$ cat src/rtl/grant_seq_pkg.sv
// Shared constants and FSM state type for the grant index sequencer.
package grant_seq_pkg;

    localparam int NUM_CH = 8;
    localparam int IDX_W  = 3;

    typedef enum logic {
        IDLE  = 1'b0,
        GRANT = 1'b1
    } state_t;

endpackage

$ cat src/rtl/grant_index_sequencer_rr_pick.sv
// rr_pick: combinational rotated-priority search. Returns the first set
// request bit at or above ptr, wrapping from channel 7 back to channel 0.
module rr_pick
    import grant_seq_pkg::*;
(
    input  logic [NUM_CH-1:0] req,
    input  logic [IDX_W-1:0]  ptr,
    output logic              any,
    output logic [IDX_W-1:0]  idx
);

    logic [2*NUM_CH-1:0] w_dbl;
    logic [NUM_CH-1:0]   w_rot;
    logic [IDX_W-1:0]    w_off;

    // Rotate the request vector so that channel ptr lands at bit 0.
    assign w_dbl = {req, req} >> ptr;
    assign w_rot = w_dbl[NUM_CH-1:0];

    // Find the lowest set bit of the rotated vector; the downward loop leaves
    // the smallest offset as the final assignment.
    always_comb begin
        any   = |w_rot;
        w_off = '0;
        for (int k = NUM_CH - 1; k >= 0; k--) begin
            if (w_rot[k]) begin
                w_off = IDX_W'(k);
            end
        end
    end

    // Offset back to an absolute channel index; 3-bit addition wraps 7->0.
    assign idx = ptr + w_off;

endmodule

$ cat src/rtl/grant_index_sequencer.sv
// grant_index_sequencer: two-state round-robin grant FSM over 8 level
// requests. A grant is held until ack; the next search starts just above the
// released channel. Optional feature macro GRANT_TIMEOUT_EN revokes a grant
// after TIMEOUT_CYCLES cycles without ack and raises a sticky timeout flag.
module grant_index_sequencer
    import grant_seq_pkg::*;
#(
    parameter int TIMEOUT_CYCLES = 16
) (
    input  logic              clk,
    input  logic              rst,
    input  logic [NUM_CH-1:0] req,
    input  logic              ack,
    output logic [IDX_W-1:0]  gnt_idx,
    output logic              gnt_valid,
    output logic              timeout
);

    state_t           r_state;
    logic [IDX_W-1:0] r_ptr;
    logic [IDX_W-1:0] r_idx;
    logic             w_any;
    logic [IDX_W-1:0] w_pick;

    rr_pick u_rr_pick (
        .req (req),
        .ptr (r_ptr),
        .any (w_any),
        .idx (w_pick)
    );

`ifdef GRANT_TIMEOUT_EN
    logic       r_to;
    logic [7:0] r_cnt;
    logic [7:0] w_cnt_nxt;

    assign w_cnt_nxt = r_cnt + 8'd1;

    // Grant FSM with timeout: ack has priority over counter expiry.
    always_ff @(posedge clk) begin
        if (rst) begin
            r_state <= IDLE;
            r_ptr   <= '0;
            r_idx   <= '0;
            r_to    <= 1'b0;
            r_cnt   <= '0;
        end else begin
            case (r_state)
                IDLE: begin
                    if (w_any) begin
                        r_idx   <= w_pick;
                        r_cnt   <= '0;
                        r_state <= GRANT;
                    end
                end
                GRANT: begin
                    if (ack) begin
                        r_ptr   <= r_idx + 3'd1;
                        r_state <= IDLE;
                    end else if (w_cnt_nxt == 8'(TIMEOUT_CYCLES)) begin
                        r_ptr   <= r_idx + 3'd1;
                        r_to    <= 1'b1;
                        r_state <= IDLE;
                    end else begin
                        r_cnt   <= w_cnt_nxt;
                    end
                end
                default: r_state <= IDLE;
            endcase
        end
    end

    assign timeout = r_to;
`else
    logic w_unused_cfg;

    // The timeout length only matters when the timeout feature is built in.
    assign w_unused_cfg = ^8'(TIMEOUT_CYCLES);

    // Grant FSM: a grant is held until ack, however long that takes.
    always_ff @(posedge clk) begin
        if (rst) begin
            r_state <= IDLE;
            r_ptr   <= '0;
            r_idx   <= '0;
        end else begin
            case (r_state)
                IDLE: begin
                    if (w_any) begin
                        r_idx   <= w_pick;
                        r_state <= GRANT;
                    end
                end
                GRANT: begin
                    if (ack) begin
                        r_ptr   <= r_idx + 3'd1;
                        r_state <= IDLE;
                    end
                end
                default: r_state <= IDLE;
            endcase
        end
    end

    assign timeout = 1'b0;
`endif

    assign gnt_idx   = r_idx;
    assign gnt_valid = (r_state == GRANT);

endmodule

$ cat config.mk
export PLATFORM = sky130hd
export DESIGN_NAME = grant_index_sequencer
export DESIGN_NICKNAME = d
export VERILOG_FILES = /design/src/rtl/grant_seq_pkg.sv /design/src/rtl/grant_index_sequencer_rr_pick.sv /design/src/rtl/grant_index_sequencer.sv
export SDC_FILE = /design/constraint.sdc
export NUM_CORES = 1
export LEC_CHECK = 0
export ABC_AREA = 1
export CORE_AREA = 10 10 62 64
export CTS_CLUSTER_SIZE = 12
export DETAILED_ROUTE_END_ITERATION = 16
export DIE_AREA = 0 0 72 74
export SYNTH_ARGS = -nofsm -noshare
export SYNTH_HDL_FRONTEND = slang
export SYNTH_SLANG_ARGS = --single-unit
$ cat constraint.sdc
create_clock -name clk -period 3.2 [get_ports clk]
set_input_delay 0.32 -clock clk [delete_from_list [all_inputs] [get_ports clk]]
set_output_delay 0.32 -clock clk [all_outputs]
set_load 0.05 [all_outputs]
==> metrics.md <==
| Metric | Value |
|---|---|
| Die X | between 70 and 80 microns |
| Worst path max stage delay | between 0.6 and 0.7 ns |
| Initial core utilization | 33.4% |
| # resized after CTS | 0 |
| Most frequent cells in the layout | 52 x nand2_1, 19 x nand3_1, 15 x nand2_2, 14 x clkdlybuf4s50_1, 9 x inv_1 |
| Top FF cell, synth | dfxtp_1 |
| Fmax | around 0.37 GHz |
| CP Launch Type | flip-flop |
| Area of the multi-input gates | roughly 660 sq um |
| Area grow syn2layout | 19.3% |
| Maximum VDD drop | 0.222 mV |
| Initial antenna violation count | 0 |
| Layout cells sized above 1 | between 20% and 30% |
| Reg area | ~140 sq um |
| # H-tree levels | 1 |
| Post-synth EDFFs | 0 |
| Detailed Routing Iterations Pass 1 | 4 |
| Cells along the critical path | inv_4 > nand3_2 > nand2_1 > nand2_1 > nand2_1 > o21ai_0 > nand2_1 > nand2_1 > nand2_1 > a21boi_0 > ha_1 > inv_1 > fa_1 > xor2_1 > inv_1 > nand3_1 > a21oi_1 > nor2_1 |
| Final setup violation count | 0 |
| Vias | between 900 and 1k |
| TritonCTS clock tree | yes |
| #FFs+latches synth | 7 |
| Leakage | about 0.52 nW |
| WP data required | between 3 and 4 ns |
| Yosys top cell by area | nand2_1 |
| # fillers | between 200 and 300 |
| Element type at the critical path end | flip-flop |
| CTS max path bufs | 2 |
| CP Class | reg2reg |
| # Post-CTS Setup Buffers | 0 |
| Largest net degree at the start of global routing | 15 |
| CTS Hold Bufs | 0 |
| Total CTS buffers | 3 |
| Clk_lat worst skew | 0.26 ns |
| Crit path max fanout | 10 |
| Clock transition at the registers of the reported paths | around 0.060 ns |
| Setup TNS | 0 ns |
| CTS root buf | clkbuf_4 |
| Routed WL per cell | between 10 and 15 microns |
| Commonest non-fill, non-tap cell in the layout | nand2_1 |
| Fin. Hold Viols | 0 |
| Die H | 74 microns |
| Synthesized cell area | a little under 900 sq um |
| Final Max Tran Viols | 0 |
| Finished Core Util | between 30% and 40% |
| Ant. Diodes | 0 |
| # rows | 19 |
| Full die area | 5330 sq um |
| Most used cell, CP | nand2_1 |
| Avg Inst Size Synth | roughly 6.2 sq um |
| IO buf count | 14 |
| Cell variety after synth | 25 |
| Post-detail-place hpwl | about 1900 microns |
| Max capacitance violation total | 0 |
| Post-Synth XOR/XNOR Area | 1.97% |
| Largest family of logic cells by synthesized area | simple AND/OR/NAND/NOR gates |
| First-pass GRT wire length | about 3900 microns |
| RSZ-0062 raised after global routing | false |
| Post-Synthesis Cells | ~140 |
| Initial DRC count | 46 |
| Boundary Pins | 16 |
| CP max-delay cell | dfxtp_1 |
| Outcome | finished, final reports clean |
| Clk sinks | 7 |
| Grt ovf | 0 |
| Top-area cell type share of the netlist area | between 20 and 25% |
| Synth Area in Compound Gates | 8.16% |
| Vias in the first global route | 958 |
| Routed Antenna Nets | 0 |
| Power per Cell Area | around 370 nW/um^2 |
| Slew headroom | approximately 66% |
| Final worst path period share | ~85% |
| Nets | between 150 and 200 |
| Worst-Margin Slew | roughly 0.5 ns |
| Post-synthesis mux area share | 0% |
| Synth Area in Simple Gates | between 50% and 60% |
| Ys async rst share | 0% |
| Synth warn | 0 |
| Synth area leaders | nand2_1 22%, dfxtp_1 16%, nand3_1 11% |
| CORE AREA | approximately 2700 sq um |
| Final WL | between 2000 and 2500 microns |
| Synth Area in Adders | slightly above 5% |
| Clock skew | 0.00252 ns |
| Register area share after synthesis | 15.8% |
| Min-delay worst type | reg2reg |
| GRT Util Overall | just under 9% |
| Clock period minus worst slack | 2.73 ns |
| Worst EP arrival | 2.89 ns |
| Synth Net Count | about 160 |
| Drt drc | 0 |
| RD Place Congestion | 0.768 |
| Vias/cell | slightly below 5 |
==> worst max-delay path: cells and delay by family, from the launching register on <==
family | cells | cell delay (ns)
flops | 1 | 0.61
xor+xnor | 1 | 0.17
buf+inv | 3 | 0.26
simple gates | 9 | 0.60
compound gates | 3 | 0.44
fa+ha+maj | 2 | 0.54
==> final timing paths <==
path,from,endpoint,slack (ns),cells after the start
setup reg to reg,r_ptr[1]$_SDFFE_PP0P_,gnt_idx[2]$_SDFFE_PP0P_,0.47,18
setup / recovery,r_ptr[1]$_SDFFE_PP0P_,gnt_idx[2]$_SDFFE_PP0P_,0.47,18
hold reg to reg,gnt_idx[0]$_SDFFE_PP0P_,r_ptr[0]$_SDFFE_PP0P_,0.50,1
hold / removal,gnt_idx[0]$_SDFFE_PP0P_,r_ptr[0]$_SDFFE_PP0P_,0.50,1
==> area by class of cell <==
cell class                      instances  area share (%)
Multi-Input combinational cell        121            62.0
Timing Repair Buffer                   15            13.9
Sequential cell                         7            13.2
Inverter                               11            4.60
Tap cell                               31            3.66
Clock buffer                            3            2.12
Clock inverter                          1           0.472
==> metrics by stage <==
step                area [sq um]  hold WS [ns]  total power, W  worst slack, ns  instances
detailed placement          1030         0.489        0.000309            0.301        185
global route                1060         0.532        0.000430            0.120        189
CTS                         1060         0.507        0.000394            0.444        189
global placement            1030         0.484        0.000305            0.373        185
finish                      1060         0.500        0.000389            0.465        189
floorplan                    890         0.389        0.000261            0.872        144
==> metal layers <==
metal | GRT usage (%) | vias up | share of wire (%)
met5 | 0 | - | 0
met4 | 4.09 | 0 | 1.5
met3 | 1.99 | 5 | 5.4
met2 | 16.2 | 25 | 51
met1 | 9.47 | 418 | 42
li1 | - | 486 | -
==> cell families (layout without fill, tap and decap cells) <==
| kind of cell | after synthesis | in the layout |
|---|---|---|
| buf+inv | 16 | 30 |
| simple gates | 102 | 102 |
| fa+ha+maj | 3 | 3 |
| xor+xnor | 2 | 2 |
| compound gates | 13 | 13 |
| other cells | 1 | 1 |
| flops | 7 | 7 |
==> sequential cells by signal, indices dropped and copies added, names as in the netlist <==
register and flops:
gnt_valid 1, r_ptr 3, gnt_idx 3
==> cell usage after synthesis (2+ instances only) <==
library cell and count:
nor2_1 4, buf_6 2, nand2_2 15, nand2_1 52
nand3_1 19, ha_1 2, inv_1 9, nand3_2 8
buf_4 2, dfxtp_1 7, nand2_4 2, a21oi_1 6
o21ai_0 4
==> report_power, final <==
| group | total (W) | switching (W) | internal [W] |
|---|---|---|---|
| combinational | 0.000197 | 0.000124 | 0.0000733 |
| sequential | 0.000109 | 0.0000133 | 0.0000959 |
| clock | 0.0000826 | 0.0000368 | 0.0000459 |
| total | 0.000389 | 0.000174 | 0.000215 |
(Power assumes the default switching activity.)
